## config.mk

```make
export PLATFORM = sky130hd
export DESIGN_NAME = full_adder
export DESIGN_NICKNAME = d
export VERILOG_FILES = /design/src/rtl/fa_cell.sv /design/src/rtl/full_adder.sv
export SDC_FILE = /design/constraint.sdc
export NUM_CORES = 1
export LEC_CHECK = 0
export BUFFER_PORTS_ARGS = -buffer_cell sky130_fd_sc_hd__buf_2
export CORE_AREA = 2 2 39 41
export DETAILED_ROUTE_END_ITERATION = 8
export DIE_AREA = 0 0 41 43
export SLEW_MARGIN = 20
export SYNTH_ARGS = -nofsm -noshare
export SYNTH_HDL_FRONTEND = slang
export SYNTH_SLANG_ARGS = --single-unit
```

## constraint.sdc

```tcl
create_clock -name iclk -period 2.3 [get_ports iclk]
set_clock_uncertainty 0.15 [all_clocks]
set_input_delay 0.23 -clock iclk [delete_from_list [all_inputs] [get_ports iclk]]
set_output_delay 0.23 -clock iclk [all_outputs]
set_load 0.02 [all_outputs]
```

## src/rtl/fa_cell.sv

```systemverilog
// fa_cell: one-bit full adder, purely combinational.
// Ports:
//   a, b  - addend bits
//   ci    - carry in
//   s     - sum bit
//   co    - carry out
module fa_cell (
    input  logic a,
    input  logic b,
    input  logic ci,
    output logic s,
    output logic co
);

    logic p;

    // Propagate term, shared by the sum and the carry.
    assign p  = a ^ b;
    assign s  = p ^ ci;
    assign co = (a & b) | (ci & p);

endmodule

```

## src/rtl/full_adder.sv

```systemverilog
// full_adder: MP_WIDTH-bit ripple-carry adder with a registered result.
// {ocout, osum} holds ia + ib + icin, sampled on the previous rising edge.
// Ports:
//   iclk   - clock, rising edge
//   irst_n - synchronous active-low reset, clears osum/ocout
//   ia, ib - unsigned operands, MP_WIDTH bits
//   icin   - carry in
//   osum   - registered sum, MP_WIDTH bits
//   ocout  - registered carry out
module full_adder #(
    parameter int MP_WIDTH = 4
) (
    input  logic                iclk,
    input  logic                irst_n,
    input  logic [MP_WIDTH-1:0] ia,
    input  logic [MP_WIDTH-1:0] ib,
    input  logic                icin,
    output logic [MP_WIDTH-1:0] osum,
    output logic                ocout
);

    logic [MP_WIDTH:0]   c;
    logic [MP_WIDTH-1:0] s;

    assign c[0] = icin;

    // Carry ripples from bit 0 upward through one cell per bit.
    for (genvar k = 0; k < MP_WIDTH; k++) begin : g_cell
        fa_cell u_cell (
            .a  (ia[k]),
            .b  (ib[k]),
            .ci (c[k]),
            .s  (s[k]),
            .co (c[k+1])
        );
    end

    always_ff @(posedge iclk) begin
        if (!irst_n) begin
            osum  <= '0;
            ocout <= 1'b0;
        end else begin
            osum  <= s;
            ocout <= c[MP_WIDTH];
        end
    end

endmodule

```

# Word level (Yosys, flattened, before mapping)
# Index checks and enable logic that the tools add are counted.
classes:
  bitwise_logic: 20
op_table:
  columns: ["op", "count"]
  rows:
  - ["$and A1 B1 Y1", 8]
  - ["$xor A1 B1 Y1", 8]
  - ["$or A1 B1 Y1", 4]
word_totals:
  register_bits: 5
  in_bits: 11
  word_cells: 22

# Longest topological paths before layout
depth:
  depth_word: 9
  depth_mapped: 8
  mapped_depth_nobuf: 8

# By module
# Synthesis repeated with hierarchy kept, for this count alone.
hier_totals:
  hier_cells: 14
  hier_area_um2: 211.5
modules_own_cells:
  columns: ["mod", "instances", "cells_each", "area_each_um2", "seq_area_each_um2"]
  rows:
  - ["full_adder", 1, 10, 131.4, 100.1]
  - ["fa_cell", 4, 1, 20.0, 0.0]

# Least setup slack after synthesis
# No wires, ideal clock.
synth_path:
  path_type: "input port to flip-flop"
  startpoint: "in ia[0]"
  endpoint: "reg osum[3]"
  setup_ns: 0.057
  arrival_ns: 1.864
  required_time_ns: 2.093
  slack_ns: 0.229
  path_stages: 8
  path_buffers: 0
  cell_sequence: "inv_1 > fa_1 > inv_1 > fa_1 > fa_1 > inv_1 > fa_1 > and2b_2"
synth_via:
  elab_chain_cells: 8
  word_cells_on_any_way: 9
  cone_classes: "9 x bitwise"
synth_lines:
  columns: ["item", "line_no", "text"]
  rows:
  - ["from (decl)", "full_adder.sv:15", "input logic [MP_WIDTH-1:0] ia,"]
  - ["$xor A1 B1 Y1", "fa_cell.sv:18", "assign p = a ^ b;"]
  - ["$and A1 B1 Y1", "fa_cell.sv:20", "assign co = (a & b) | (ci & p);"]
  - ["$or A1 B1 Y1 (*)", "fa_cell.sv:20", null]
  - ["$and A1 B1 Y1 (*)", "fa_cell.sv:20", null]
  - ["$or A1 B1 Y1 (*)", "fa_cell.sv:20", null]
  - ["$and A1 B1 Y1 (*)", "fa_cell.sv:20", null]
  - ["$or A1 B1 Y1 (*)", "fa_cell.sv:20", null]
  - ["$xor A1 B1 Y1 (*)", "fa_cell.sv:19", "assign s = p ^ ci;"]
  - ["to (signal assigned)", "full_adder.sv:43", "osum <= s;"]
  - ["to (decl)", "full_adder.sv:18", "output logic [MP_WIDTH-1:0] osum,"]
# Every way passes the cells marked *; elsewhere a longest branch is shown, timed or not.
# A chain may end at the register's enable or synchronous reset.

# Worst setup path after layout
# Ends and elaborated chain as after synthesis.

==> flow_metrics.env <==
export IMPL_synth_warnings=0
export IMPL_cellPowerDensity_mw_per_mm2=681
export IMPL_num_vias=178
export IMPL_fin_crit_sh=0.870
export IMPL_ios=16
export IMPL_area_growth_pct=49.0
export IMPL_fillers=155
export IMPL_postCtsSetupRepairBufs=0
export IMPL_io_buffer_count=15
export IMPL_fin_nets=56
export IMPL_cp_max_fo=1
export IMPL_slew_headroom=0.928
export IMPL_power_switching_uw=62.1
export IMPL_synth_top_area_cell="dfxtp_1"
export IMPL_synth_top_flop_cell="dfxtp_1"
export IMPL_place_gp_congestion=0.567
export IMPL_status="finished, final reports clean"
export IMPL_hold_viol_final=0
export IMPL_initial_core_util=0.179
export IMPL_multiInputGateArea_um2=121
export IMPL_holdCritPathClass="input port to flip-flop"
export IMPL_ys_seq_area_frac=0.404
export IMPL_netlist_top_cells_count="7 x inv_1, 5 x dfxtp_1, 4 x fa_1"
export IMPL_register_area_um2=100
export IMPL_clock_sinks=5
export IMPL_yosys_area_top_type_share=0.404
export IMPL_grt_pass1_wl_um=510
export IMPL_clk_pin_slew_ns=0.04
export IMPL_vias_per_cell=3.18
export IMPL_setup_viol=0
export IMPL_layout_cells_non_filler=56
export IMPL_comb_power_share=0.224
export IMPL_cts_resized=0
export IMPL_dieArea_mm2=0.00176
export IMPL_pwr_share_clk=0.385
export IMPL_grt_setup_unrepaired="no"
export IMPL_syn_nets=36
export IMPL_syn_area_um2=248
export IMPL_internal_power_uw=189
export IMPL_numCtsBuffers=3
export IMPL_synth_area_leaders="dfxtp_1 40%, fa_1 32%, inv_1 11%"
export IMPL_slew_violations=0
export IMPL_drive_gt1_frac=0.575
export IMPL_synth_most_common_cell="inv_1"
export IMPL_min_from="irst_n"
export IMPL_dp_cells=52
export IMPL_clockRootBuffer="clkbuf_4"
export IMPL_antenna_found_initial=0
export IMPL_syn_mean_instance_area_um2=11.8
export IMPL_antenna_cells=0
export IMPL_fin_setup_tns_ns=0
export IMPL_p_leak_uw=0.000208
export IMPL_fin_util=0.267
export IMPL_drt_iter0_drc=0
export IMPL_htreeDepth=1
export IMPL_startpoint_type="input port"
export IMPL_grt_overflow_total=0
export IMPL_final_antenna_net_count=0
export IMPL_fin_hold_ws_ns=0.107
export IMPL_grt_use_total=0.0485
export IMPL_grt_max_degree=6
export IMPL_wire_per_inst_um=6.46
export IMPL_die_x_um=41
export IMPL_hold_buffers=0
export IMPL_crit_type="input port to flip-flop"
export IMPL_fmax_mhz=500
export IMPL_seq_power_share=0.392
export IMPL_async_reset_ff_frac=0
export IMPL_worst_slew_pin_slew_ns=0.109
export IMPL_post_route_min_period_ns=2.00
export IMPL_drcViolationCount=0
export IMPL_end_kind="flip-flop"
export IMPL_synth_edf_count=0
export IMPL_tritoncts="yes"
export IMPL_arrival_ns=2.03
export IMPL_clk_path_buf_depth=2
export IMPL_netlist_cell_type_count=5
export IMPL_grt_pass1_vias=150
export IMPL_maxCapViolCount=0
export IMPL_ys_ff_latch=5
export IMPL_core_mm2=0.00138
export IMPL_num_rows=14
export IMPL_ir_drop_uv=121
export IMPL_worstSetupStartpoint="ia[0]"
export IMPL_dpl_hpwl_um=338
export IMPL_p_sw_frac=0.247
export IMPL_synthCells=21
export IMPL_drt_total_wl_um=362
export IMPL_drtPass1Iterations=1
export IMPL_worstPathRequired_ns=2.33
export IMPL_die_h_um=43
-- power by group through the flow --
stage	clock network (uW)	registers, uW	logic [uW]
after global placement	0	100	57.0
final	96.6	98.5	56.2
after global routing	104	98.9	64.2
after CTS	103	98.5	57.8
after floorplan	0	114	20.3
after detailed placement	0	100	57.8
-- routing by layer --
layer,track usage,up-vias,wire [um],share of wire
met3,0,2,50,0.14
met1,0.0493,70,132,0.36
met5,0,-,0,0
met2,0.0656,13,160,0.44
met4,0.0800,0,18,0.050
li1,-,93,-,-
-- cell usage in the layout, fill, tap and decap left out --
master / n
dfxtp_1: 5
inv_1: 7
and2b_2: 3
clkbuf_4: 3
and2_2: 2
clkbuf_1: 1
buf_2: 15
fa_1: 4
-- state kept, by name (all words and copies together) (netlist names) --
signal,cells
osum,4
ocout,1
-- final timing paths --
check | to | cells after the start | slack (ns)
min | osum[1]$_SDFF_PN0_ | 2 | 0.11
max | osum[3]$_SDFF_PN0_ | 9 | 0.30
-- through the flow --
step / total power, uW / setup WS (ns) / cell area (um^2)
3_5_place_dp: 158 / 0.0446 / 343
5_1_grt: 268 / 0.200 / 369
3_3_place_gp: 157 / 0.0628 / 343
6_report: 251 / 0.300 / 369
4_1_cts: 259 / 0.292 / 369
2_1_floorplan: 134 / 0.229 / 248
-- worst max-delay path, cell delays in order --
cell	delay (ns)
buf_2	0.09
inv_1	0.07
fa_1	0.17
inv_1	0.05
fa_1	0.37
fa_1	0.37
inv_1	0.07
fa_1	0.40
and2b_2	0.21
-- kinds of logic after synthesis --
kind of cell | after synthesis | share of synthesized area
adder cells (fa/ha/maj) | 4 | 0.323
AND/OR/NAND/NOR | 5 | 0.167
buffers and inverters | 7 | 0.106
flip-flops | 5 | 0.404
-- final cells by class --
cell class / count / share of cell area
flip-flops and latches: 5 / 0.271
multi-input cells: 9 / 0.329
inverters: 7 / 0.0712
well taps: 16 / 0.0542
repair buffers: 15 / 0.203
clock buffers: 4 / 0.0712
Note: power is estimated with default switching activity, not from simulation.
